File: config.mk
export PLATFORM = sky130hd
export DESIGN_NAME = bcd_mod_counter_flat
export DESIGN_NICKNAME = d
export VERILOG_FILES = /design/src/rtl/time_pkg.sv /design/src/rtl/bcd_mod_counter_if.sv /design/src/rtl/bcd_mod_counter_digit.sv /design/src/rtl/bcd_mod_counter.sv /design/src/flat_wrapper.sv
export SDC_FILE = /design/constraint.sdc
export NUM_CORES = 1
export LEC_CHECK = 0
export CAP_MARGIN = 20
export CORE_MARGIN = 2
export CORE_UTILIZATION = 48
export CTS_CLUSTER_SIZE = 10
export DETAILED_ROUTE_END_ITERATION = 7
export GPL_TIMING_DRIVEN = 0
export HOLD_SLACK_MARGIN = 0.1
export PLACE_DENSITY = 0.8
export REMOVE_ABC_BUFFERS = 1
export SYNTH_ARGS = -nofsm -noshare
export SYNTH_HDL_FRONTEND = slang
export SYNTH_SLANG_ARGS = --single-unit
File: constraint.sdc
create_clock -name CP -period 4.32 [get_ports CP]
set_clock_uncertainty 0.2 [all_clocks]
set_input_delay 0.648 -clock CP [delete_from_list [all_inputs] [get_ports CP]]
set_output_delay 0.648 -clock CP [all_outputs]
set_load 0.05 [all_outputs]
File: src/rtl/time_pkg.sv
// Shared time-keeping types and constants for the BCD field counters.
package time_pkg;

  typedef logic [3:0] bcd_digit_t;

  typedef struct packed {
    bcd_digit_t tens;
    bcd_digit_t ones;
  } bcd2_t;

  localparam int unsigned SEC_MOD       = 60;
  localparam int unsigned MIN_MOD       = 60;
  localparam int unsigned HOUR_MOD      = 24;
  localparam int unsigned BCD_MAX_DIGIT = 9;

  // Binary 0..99 to packed two-digit BCD.
  function automatic bcd2_t to_bcd2(input int unsigned v);
    bcd2_t r;
    r.tens = 4'(v / 10);
    r.ones = 4'(v % 10);
    return r;
  endfunction

endpackage

File: src/rtl/bcd_mod_counter_if.sv
// Enable and count bundle between the clock block (master) and one field counter (slave).
interface bcd_mod_counter_if;
  import time_pkg::*;

  logic       EN;
  logic [7:0] Cnt;
  bcd_digit_t CntH;
  bcd_digit_t CntL;
  logic       tc;

  modport master (output EN, input Cnt, input CntH, input CntL, input tc);
  modport slave  (input EN, output Cnt, output CntH, output CntL, output tc);
endinterface

File: src/rtl/bcd_mod_counter_digit.sv
// Single decade counter; clr overrides inc, carry flags a 9 -> 0 rollover.
module bcd_digit
  import time_pkg::*;
(
  input  logic       clk,
  input  logic       reset,
  input  logic       inc,
  input  logic       clr,
  output bcd_digit_t digit,
  output logic       carry
);

  bcd_digit_t digit_q, digit_d;
  logic       at_nine;

  assign at_nine = (digit_q == 4'(BCD_MAX_DIGIT));

  always_comb begin
    digit_d = digit_q;
    if (clr)
      digit_d = '0;
    else if (inc)
      digit_d = at_nine ? '0 : digit_q + 4'd1;
  end

  always_ff @(posedge clk) begin
    if (reset)
      digit_q <= '0;
    else
      digit_q <= digit_d;
  end

  assign digit = digit_q;
  assign carry = at_nine & inc;

endmodule

File: src/rtl/bcd_mod_counter.sv
// Two-digit BCD modulo counter for one time field (60 for sec/min, 24 for hours).
module bcd_mod_counter
  import time_pkg::*;
#(
  parameter int unsigned MODULUS = 60
) (
  input logic             CP,
  input logic             reset,
  bcd_mod_counter_if.slave bus
);

  localparam bcd2_t CNT_MAX = to_bcd2(MODULUS - 1);

  bcd2_t      cnt;
  logic       ones_carry;
  logic       at_max;
  logic       illegal;
  logic       clr;
  logic [7:0] cnt_bin;

  assign cnt_bin = {4'd0, cnt.tens} * 8'd10 + {4'd0, cnt.ones};
  assign at_max  = (cnt == CNT_MAX);

  // Non-BCD or out-of-range state clears on the next edge even with EN low.
  assign illegal = (cnt.ones > 4'(BCD_MAX_DIGIT)) |
                   (cnt.tens > 4'(BCD_MAX_DIGIT)) |
                   (cnt_bin >= 8'(MODULUS));
  assign clr     = illegal | (at_max & bus.EN);

  bcd_digit u_ones (
    .clk   (CP),
    .reset (reset),
    .inc   (bus.EN),
    .clr   (clr),
    .digit (cnt.ones),
    .carry (ones_carry)
  );

  bcd_digit u_tens (
    .clk   (CP),
    .reset (reset),
    .inc   (ones_carry),
    .clr   (clr),
    .digit (cnt.tens),
    .carry ()
  );

  assign bus.Cnt  = cnt;
  assign bus.CntH = cnt.tens;
  assign bus.CntL = cnt.ones;
  assign bus.tc   = bus.EN & at_max;

endmodule

File: src/flat_wrapper.sv
// flat-port wrapper written by rule: the top's interface ports become plain ports
module bcd_mod_counter_flat import time_pkg::*;
#(
  parameter int unsigned MODULUS = 60
)
  (CP, reset, bus_EN, bus_Cnt, bus_CntH, bus_CntL, bus_tc);
  bcd_mod_counter_if bus_i ();
  input logic CP;
  input logic reset;
  input wire logic [$bits(bus_i.EN)-1:0] bus_EN;
  output wire logic [$bits(bus_i.Cnt)-1:0] bus_Cnt;
  output wire logic [$bits(bus_i.CntH)-1:0] bus_CntH;
  output wire logic [$bits(bus_i.CntL)-1:0] bus_CntL;
  output wire logic [$bits(bus_i.tc)-1:0] bus_tc;
  assign bus_i.EN = bus_EN;
  assign bus_Cnt = bus_i.Cnt;
  assign bus_CntH = bus_i.CntH;
  assign bus_CntL = bus_i.CntL;
  assign bus_tc = bus_i.tc;
  bcd_mod_counter #(.MODULUS(MODULUS)) u_core (.CP(CP), .reset(reset), .bus(bus_i));
endmodule
Word level (Yosys, flattened, before mapping) --
Cells that the tools add are included.
Storage, ports and cells: input port bits 3, output and inout bits 17, register bits after elaboration 8, logic and storage cells 20
Cells by class: $lt $le $gt $ge 3, muxes and demuxes 2, multipliers 1, eq/ne operators 3, reduce and logical (&&, ||, !) cells 1, bitwise gates (word level) 5, $add $sub $neg 3
Operators with widths (number):
- $add 4x1->4 const B | 2
- $add 8x4->8 | 1
- $eq 4x4->1 const B | 2
- $eq 8x7->1 const B | 1
- $ge 8x6->1 const B | 1
- $gt 4x4->1 const B | 2
- $mux 4 | 2
- $mul 4x3->7 const B | 1
- $or 1x1->1 | 3
- $and 1x1->1 | 2
- $reduce_or 2->1 | 1

Longest topological paths before layout --
Gate-level depths: netlist (run 1).
word-level depth 6, mapped depth 8, gate-level depth less buffers 8

Modules after synthesis --
A second synthesis (run 1) with hierarchy kept.
Second synthesis, totals: cell total of the unflattened synthesis 86, area, all modules 765.7 µm²
Modules (own cells, without submodules):
- bcd_mod_counter | instances 1, cells each 46, sequential area each 0.0 µm², area an instance 387.9 µm²
- bcd_digit | instances 2, cells each 20, sequential area each 80.1 µm², area an instance 188.9 µm²

Worst setup path before layout (run 1) --
Ideal clock, no wire load.
kind reg2out, start point register u_core.u_ones.digit_q[0] (netlist: u_core.u_ones.digit[0]), end point output bus_tc, cell stages (with the launch flop) 4, data required time 3.472 ns, path buffers 0, path slack 0.658 ns, arrival 2.814 ns, path through dfxtp_1 -> and2_1 -> nand4_1 -> nor4b_1
On the way: word-level cells in the longest chain between the ends 2
RTL lines:
- from (decl) | RTL line bcd_mod_counter_digit.sv:13 | bcd_digit_t digit_q, digit_d;
- from (signal assigned) | RTL line bcd_mod_counter_digit.sv:30 | digit_q <= digit_d;
- $eq 8x7->1 | RTL line bcd_mod_counter.sv:22 | assign at_max = (cnt == CNT_MAX);
- $and 1x1->1 | RTL line bcd_mod_counter.sv:51 | assign bus.tc = bus.EN & at_max;
- to (decl) | RTL line flat_wrapper.sv:14 | output wire logic [$bits(bus_i.tc)-1:0] bus_tc;
Every way passes these cells.

Worst setup path after layout (run 1) --
start point input bus_EN, end point output bus_tc
On the way: word-level cells in the longest chain between the ends 1
RTL lines:
- from (decl) | RTL line flat_wrapper.sv:10 | input wire logic [$bits(bus_i.EN)-1:0] bus_EN;
- $and 1x1->1 | RTL line bcd_mod_counter.sv:51
Every way passes these cells.

==> results of run 1 <==
## worst max-delay path, cell delays in order
cell	delay, ps
clkdlybuf4s50_1	510
and2_1	190
nand4_1	250
nor4b_1	320
clkdlybuf4s50_1	850
## cells in the final DEF, fill, tap and decap left out, types with 2 or more instances in the layout
master	netlist	layout
clkbuf_4	0	3
nand3_1	2	2
ha_1	7	7
inv_1	3	3
dfxtp_1	8	8
nor2b_1	4	4
a21oi_1	5	5
nor2_1	10	10
clkdlybuf4s50_1	0	19
xnor2_1	5	5
nor3_1	4	4
and2_1	3	3
nand2_1	4	4
xor2_1	2	2
fa_1	2	2
o21ai_0	6	6
## per-layer routing
| layer | vias up | wire length (um) |
|---|---|---|
| li1 | 323 | - |
| met1 | 288 | 634 |
| met2 | 21 | 647 |
| met3 | 0 | 87 |
| met4 | 0 | 0 |
| met5 | - | 0 |
## final cells by class
class                      instances  area (um2)
sequential                         8       160.2
tap                               15       18.77
fill                             115       466.7
timing repair buffer              19       190.2
inverter                           3       11.26
clock buffer                       3       22.52
multi-input combinational         66       480.5
## where the power goes
group	internal, mW	switching (mW)
Sequential	0.0757	0.00318
Combinational	0.0109	0.0191
Clock	0.0318	0.0250
## cell usage after synthesis, types with 2 or more instances
| cell type | instances |
|---|---|
| nor2_1 | 10 |
| buf_4 | 8 |
| dfxtp_1 | 8 |
| ha_1 | 7 |
| o21ai_0 | 6 |
| a21oi_1 | 5 |
| xnor2_1 | 5 |
| nand2_1 | 4 |
| nor2b_1 | 4 |
| nor3_1 | 4 |
| and2_1 | 3 |
| inv_1 | 3 |
| fa_1 | 2 |
| nand3_1 | 2 |
| xor2_1 | 2 |
## logic make-up (layout without fill, tap and decap cells)
| logic type | count (synthesis) | in the layout |
|---|---|---|
| simple gates | 31 | 31 |
| buf+inv | 12 | 25 |
| compound gates | 18 | 18 |
| xor+xnor | 7 | 7 |
| flops | 8 | 8 |
| mux | 1 | 1 |
| fa+ha+maj | 9 | 9 |
## path summary, 6_finish.rpt
check                              start                      to  slack [ps]  cells past startpoint
setup / recovery                  bus_EN                  bus_tc         700                      5
hold / removal    u_core.u_ones.digit[0]  u_core.u_ones.digit[0]         380                      2
setup reg to reg  u_core.u_tens.digit[3]  u_core.u_tens.digit[3]        1550                      7
hold reg to reg   u_core.u_ones.digit[0]  u_core.u_ones.digit[0]         380                      2
## state kept, by name, summed over array words and instances, names as in the netlist
name / count
u_core.u_tens.digit: 4
u_core.u_ones.digit: 4
## through the flow
step	power, mW	cells	utilization [%]
global placement	0.1100	111	63.76
CTS	0.1680	114	65.43
global route	0.1778	114	65.43
detailed placement	0.1102	111	63.76
floorplan	0.09961	77	-
finish	0.1657	114	65.43
==> metrics.cfg, run 1 <==
[layout]
finalNetCount = 113
areaGrowthSynthToFinish_pct = 23.21
antennaDiodeCount = 0
drive_gt1_share_pct = 5.051
final_area_um2 = 883.3

[detailed_routing]
drc_errors = 0
via_per_inst = 5.544
wire_per_inst_um = 12.01
antenna_left = 0
dr.pass1.iters = 2
drtIter0Drc = 3
dr_total_vias = 632
wirelength_mm = 1.369

[grt]
first_global_vias = 582
use_met2_pct = 28.79
use_met3_pct = 8.190
grt_pass1_wl_mm = 2.449
top_usage_layer = met2
grt_remaining_overflow = 0
track_usage_pct = 17.46
antenna_found_initial = 0
gr-usage-met1_pct = 21.99
grt_max_degree = 15

[logic_synthesis]
synth_top_area_cell = dfxtp_1
synth_top_area_share_pct = 22.34
muxShareOfSynthArea_pct = 1.396
synthAdderAreaFrac_pct = 17.80
synth_xor_area_share_pct = 8.551
synth_top_family_by_area = simple AND/OR/NAND/NOR gates
synth_warnings = 0
synth-seq-cells = 8
yosysUniqueCellTypes = 28
avgSynthCellArea_um2 = 8.336
synth_edf_count = 0
synthesis.area_um2 = 716.9
yosysSeqAreaShare_pct = 22.34
synth_compound_area_share_pct = 17.28
synth_ff_type = dfxtp_1
synth_area_leaders = dfxtp_1 (22%), ha_1 (12%), buf_4 (8.4%)
synth_simple_gate_area_share_pct = 21.99
async_reset_ff_share_pct = 0
synthCells = 86

[place]
dp_worst_setup_slack_ps = 736.8
gp_congestion = 0.7239
io_buffers = 19
dp_hpwl_mm = 1.038
place_area_um2 = 860.8

[power]
p_leak_nw = 0.3458
power.density_nw_per_um2 = 187.6
peakVddDrop_uv = 165.6

[clocking]
numClockSinks = 8
clkTransAtPathRegs_ps = 60
clkLatencyLatePin_ps = 250
cts_buffers = 3
cts_tree = done
root_buffer = clkbuf_4
cts-htree-levels = 1
post_cts_buffers = 0
post_cts_resized = 0
cts_hold_buf = 0
clk_path_buf_depth = 2

[timing]
timing.final.crit_share_pct = 83.81
relSlewSlack_pct = 66.10
rsz0062_at_grt = no
min_period_ps = 3621
maxSlewViolCount = 0
tns_ps = 0
setup_slack_ps = 699.5
tightest_slew_ps = 506.9
holdWs_ps = 378.0
setup_viol = 0
max_freq_ghz = 0.2762
hold_viol = 0

[worst_setup_path]
critPathCaptureType = output pin
cp-start-kind = input pin
cp_data_arrival_time_ps = 2770
required_ps = 3470
criticalPathCategory = in -> out
crit_fanout = 7

[die]
initial_utilization_pct = 53.10
fp.dieH_um = 42.65
ioPinCount = 20
die_w_um = 42.65
core_area_um2 = 1350
rows = 13
die_area_um2 = 1819

[flow_run]
maxCapViolCount = 0

[hold_path]
min_path_type = reg -> reg

[outcome]
status = finished, final reports clean

No activity file was read; power rests on OpenSTA's default activity.
==> run 2, diff against run 1 <==
--- a/config.mk
+++ b/config.mk
@@ -7,12 +7,12 @@
 export LEC_CHECK = 0
 export CAP_MARGIN = 20
 export CORE_MARGIN = 2
-export CORE_UTILIZATION = 48
+export CORE_UTILIZATION = 42
 export CTS_CLUSTER_SIZE = 10
 export DETAILED_ROUTE_END_ITERATION = 7
 export GPL_TIMING_DRIVEN = 0
 export HOLD_SLACK_MARGIN = 0.1
-export PLACE_DENSITY = 0.8
+export PLACE_DENSITY = 0.74
 export REMOVE_ABC_BUFFERS = 1
 export SYNTH_ARGS = -nofsm -noshare
 export SYNTH_HDL_FRONTEND = slang
==> constraint.sdc (replaced) <==
create_clock -name CP -period 2.98 [get_ports CP]
set_clock_uncertainty 0.2 [all_clocks]
set_input_delay 0.447 -clock CP [delete_from_list [all_inputs] [get_ports CP]]
set_output_delay 0.447 -clock CP [all_outputs]
set_load 0.05 [all_outputs]
==> run 2 against run 1 <==
Via count grew 2.1%. Register-to-register slack lost 1400 ps. Sequential share of layout area grew 0.19 points. Final area shrank 0.28%. Setup slack lost 510 ps. Clock power grew 46%. Critical path type is now reg -> reg. Largest cell class unchanged. Highest routed layer unchanged.
==> metrics.cfg, run 2 (synthesized netlist as in run 1, its figures left out) <==
[layout]
fill_cells = 159  ; was 115
areaGrowthSynthToFinish_pct = 22.86  ; was 23.21%
final_cell_mix = clkdlybuf4s50_1 (18), nor2_1 (10), ha_1 (7), dfxtp_1 (7), o21ai_0 (6)  ; was clkdlybuf4s50_1 (19), nor2_1 (10), dfxtp_1 (8)
final_common_cell = clkdlybuf4s50_1  ; unchanged
final_area_um2 = 880.8  ; was 883.3 um2
finalNetCount = 113  ; unchanged
finalNonFillerCells = 115  ; was 114
antennaDiodeCount = 0  ; unchanged
drive_gt1_share_pct = 7.071  ; was 5.051%

[timing]
relSlewSlack_pct = 66.29  ; was 66.10%
min_period_ps = 2792
maxSlewViolCount = 0  ; unchanged
tightest_slew_ps = 504.1  ; was 506.9 ps
rsz0062_at_grt = no  ; unchanged
setup_viol = 0  ; unchanged
timing.final.crit_share_pct = 93.71
max_freq_ghz = 0.3581
holdWs_ps = 367.9  ; was 378.0 ps
hold_viol = 0  ; unchanged

[die]
initial_utilization_pct = 45.99  ; was 53.10%
rows = 14  ; was 13
fp.dieH_um = 45.32  ; was 42.65 um
core_area_um2 = 1559  ; was 1350 um2
die_w_um = 45.32  ; was 42.65 um
die_area_um2 = 2053  ; was 1819 um2
ioPinCount = 20  ; unchanged

[place]
dp.cells = 112  ; was 111
gp_congestion = 0.7169  ; was 0.7239
io_buffers = 19  ; unchanged
place_area_um2 = 862.1  ; was 860.8 um2
dp_hpwl_mm = 1.097  ; was 1.038 mm

[clocking]
post_cts_buffers = 0  ; unchanged
clkTransAtPathRegs_ps = 50  ; was 60 ps
numClockSinks = 8  ; unchanged
post_cts_resized = 1  ; was 0
clkLatencyLatePin_ps = 250  ; about the same
root_buffer = clkbuf_4  ; unchanged
cts_tree = done  ; unchanged
clk_path_buf_depth = 2  ; unchanged
cts_buffers = 3  ; unchanged
cts_hold_buf = 0  ; unchanged
cts-htree-levels = 1  ; unchanged

[detailed_routing]
drc_errors = 0  ; unchanged
dr.pass1.iters = 4  ; was 2
via_per_inst = 5.609  ; was 5.544
drtIter0Drc = 1  ; was 3
wire_per_inst_um = 12.39  ; was 12.01 um
dr_total_vias = 645  ; was 632
wirelength_mm = 1.425  ; was 1.369 mm
antenna_left = 0  ; unchanged

[flow_run]
maxCapViolCount = 0  ; unchanged

[grt]
grt_pass1_wl_mm = 2.518  ; was 2.449 mm
antenna_found_initial = 0  ; unchanged
first_global_vias = 594  ; was 582
track_usage_pct = 17.15  ; was 17.46%
grt_max_degree = 15  ; unchanged
grt_remaining_overflow = 0  ; unchanged

[worst_setup_path]
required_ps = 2960  ; was 3470 ps
crit_fanout = 11  ; was 7
cp-start-kind = register  ; was input pin
critPathCaptureType = register  ; was output pin
criticalPathCategory = reg -> reg  ; was in -> out
cp_data_arrival_time_ps = 2770  ; about the same

[outcome]
status = finished, final reports clean  ; unchanged

[power]
p_leak_nw = 0.3475  ; was 0.3458 nW
power.density_nw_per_um2 = 272.7  ; was 187.6 nW/um2
peakVddDrop_uv = 232.2  ; was 165.6 uV

[hold_path]
min_path_type = reg -> reg  ; unchanged

[run 2: cell types whose count changed in the layout (fill, tap and decap cells not counted), sizes merged]
cell           change
clkbuf             +1
clkdlybuf4s50      -1
[run 2: path summary, 6_finish.rpt]
| path | startpoint | cells after the start | slack, ps | endpoint |
|---|---|---|---|---|
| worst min register to register | u_core.u_ones.digit[0] | 2 | 370 | u_core.u_ones.digit[0] |
| worst max register to register | u_core.u_tens.digit[1] | 7 | 190 | u_core.u_tens.digit[3] |
| worst max-delay path | u_core.u_tens.digit[1] | 7 | 190 | u_core.u_tens.digit[3] |
| worst min-delay path | u_core.u_ones.digit[0] | 2 | 370 | u_core.u_ones.digit[0] |
[run 2: critical path, stage by stage (launching register included)]
cell,delay [ps]
dfxtp_1,540
ha_1,320
ha_1,200
fa_1,460
and2_1,190
a221oi_1,380
o221ai_2,260
a21oi_1,170
[run 2: stage by stage]
stage	setup TNS (ps)	total power, mW	worst slack [ps]	utilization (%)
6_report	0	0.2402	187.6	56.50
5_1_grt	0	0.2495	4.426	56.50
4_1_cts	0	0.2439	28.88	56.66
3_5_place_dp	-262.8	0.1598	-262.8	55.30
3_3_place_gp	-198.3	0.1596	-198.3	55.30
2_1_floorplan	-2447	0.1444	-844.9	-
[run 2: cell type report]
| type | instances | area (um2) | share of cell area [%] |
|---|---|---|---|
| clock buffer | 3 | 22.52 | 2.557 |
| inverter | 3 | 11.26 | 1.278 |
| multi-input combinational | 66 | 480.5 | 54.55 |
| sequential | 8 | 161.4 | 18.32 |
| tap | 16 | 20.02 | 2.273 |
| timing repair buffer | 19 | 185.2 | 21.02 |
[run 2: metal layers]
| metal | wire (um) | track usage, % | vias up |
|---|---|---|---|
| li1 | - | - | 321 |
| met1 | 631 | 19.85 | 303 |
| met2 | 713 | 29.43 | 21 |
| met3 | 81 | 7.200 | 0 |
| met4 | 0 | 3.529 | 0 |
| met5 | 0 | 0 | - |
[run 2: power breakdown]
| group | total, mW | leakage (nW) | switching, mW | internal [mW] |
|---|---|---|---|---|
| combinational | 0.0433 | 0.268 | 0.0275 | 0.0158 |
| sequential | 0.114 | 0.0653 | 0.00451 | 0.110 |
| clock | 0.0827 | 0.0138 | 0.0367 | 0.0461 |
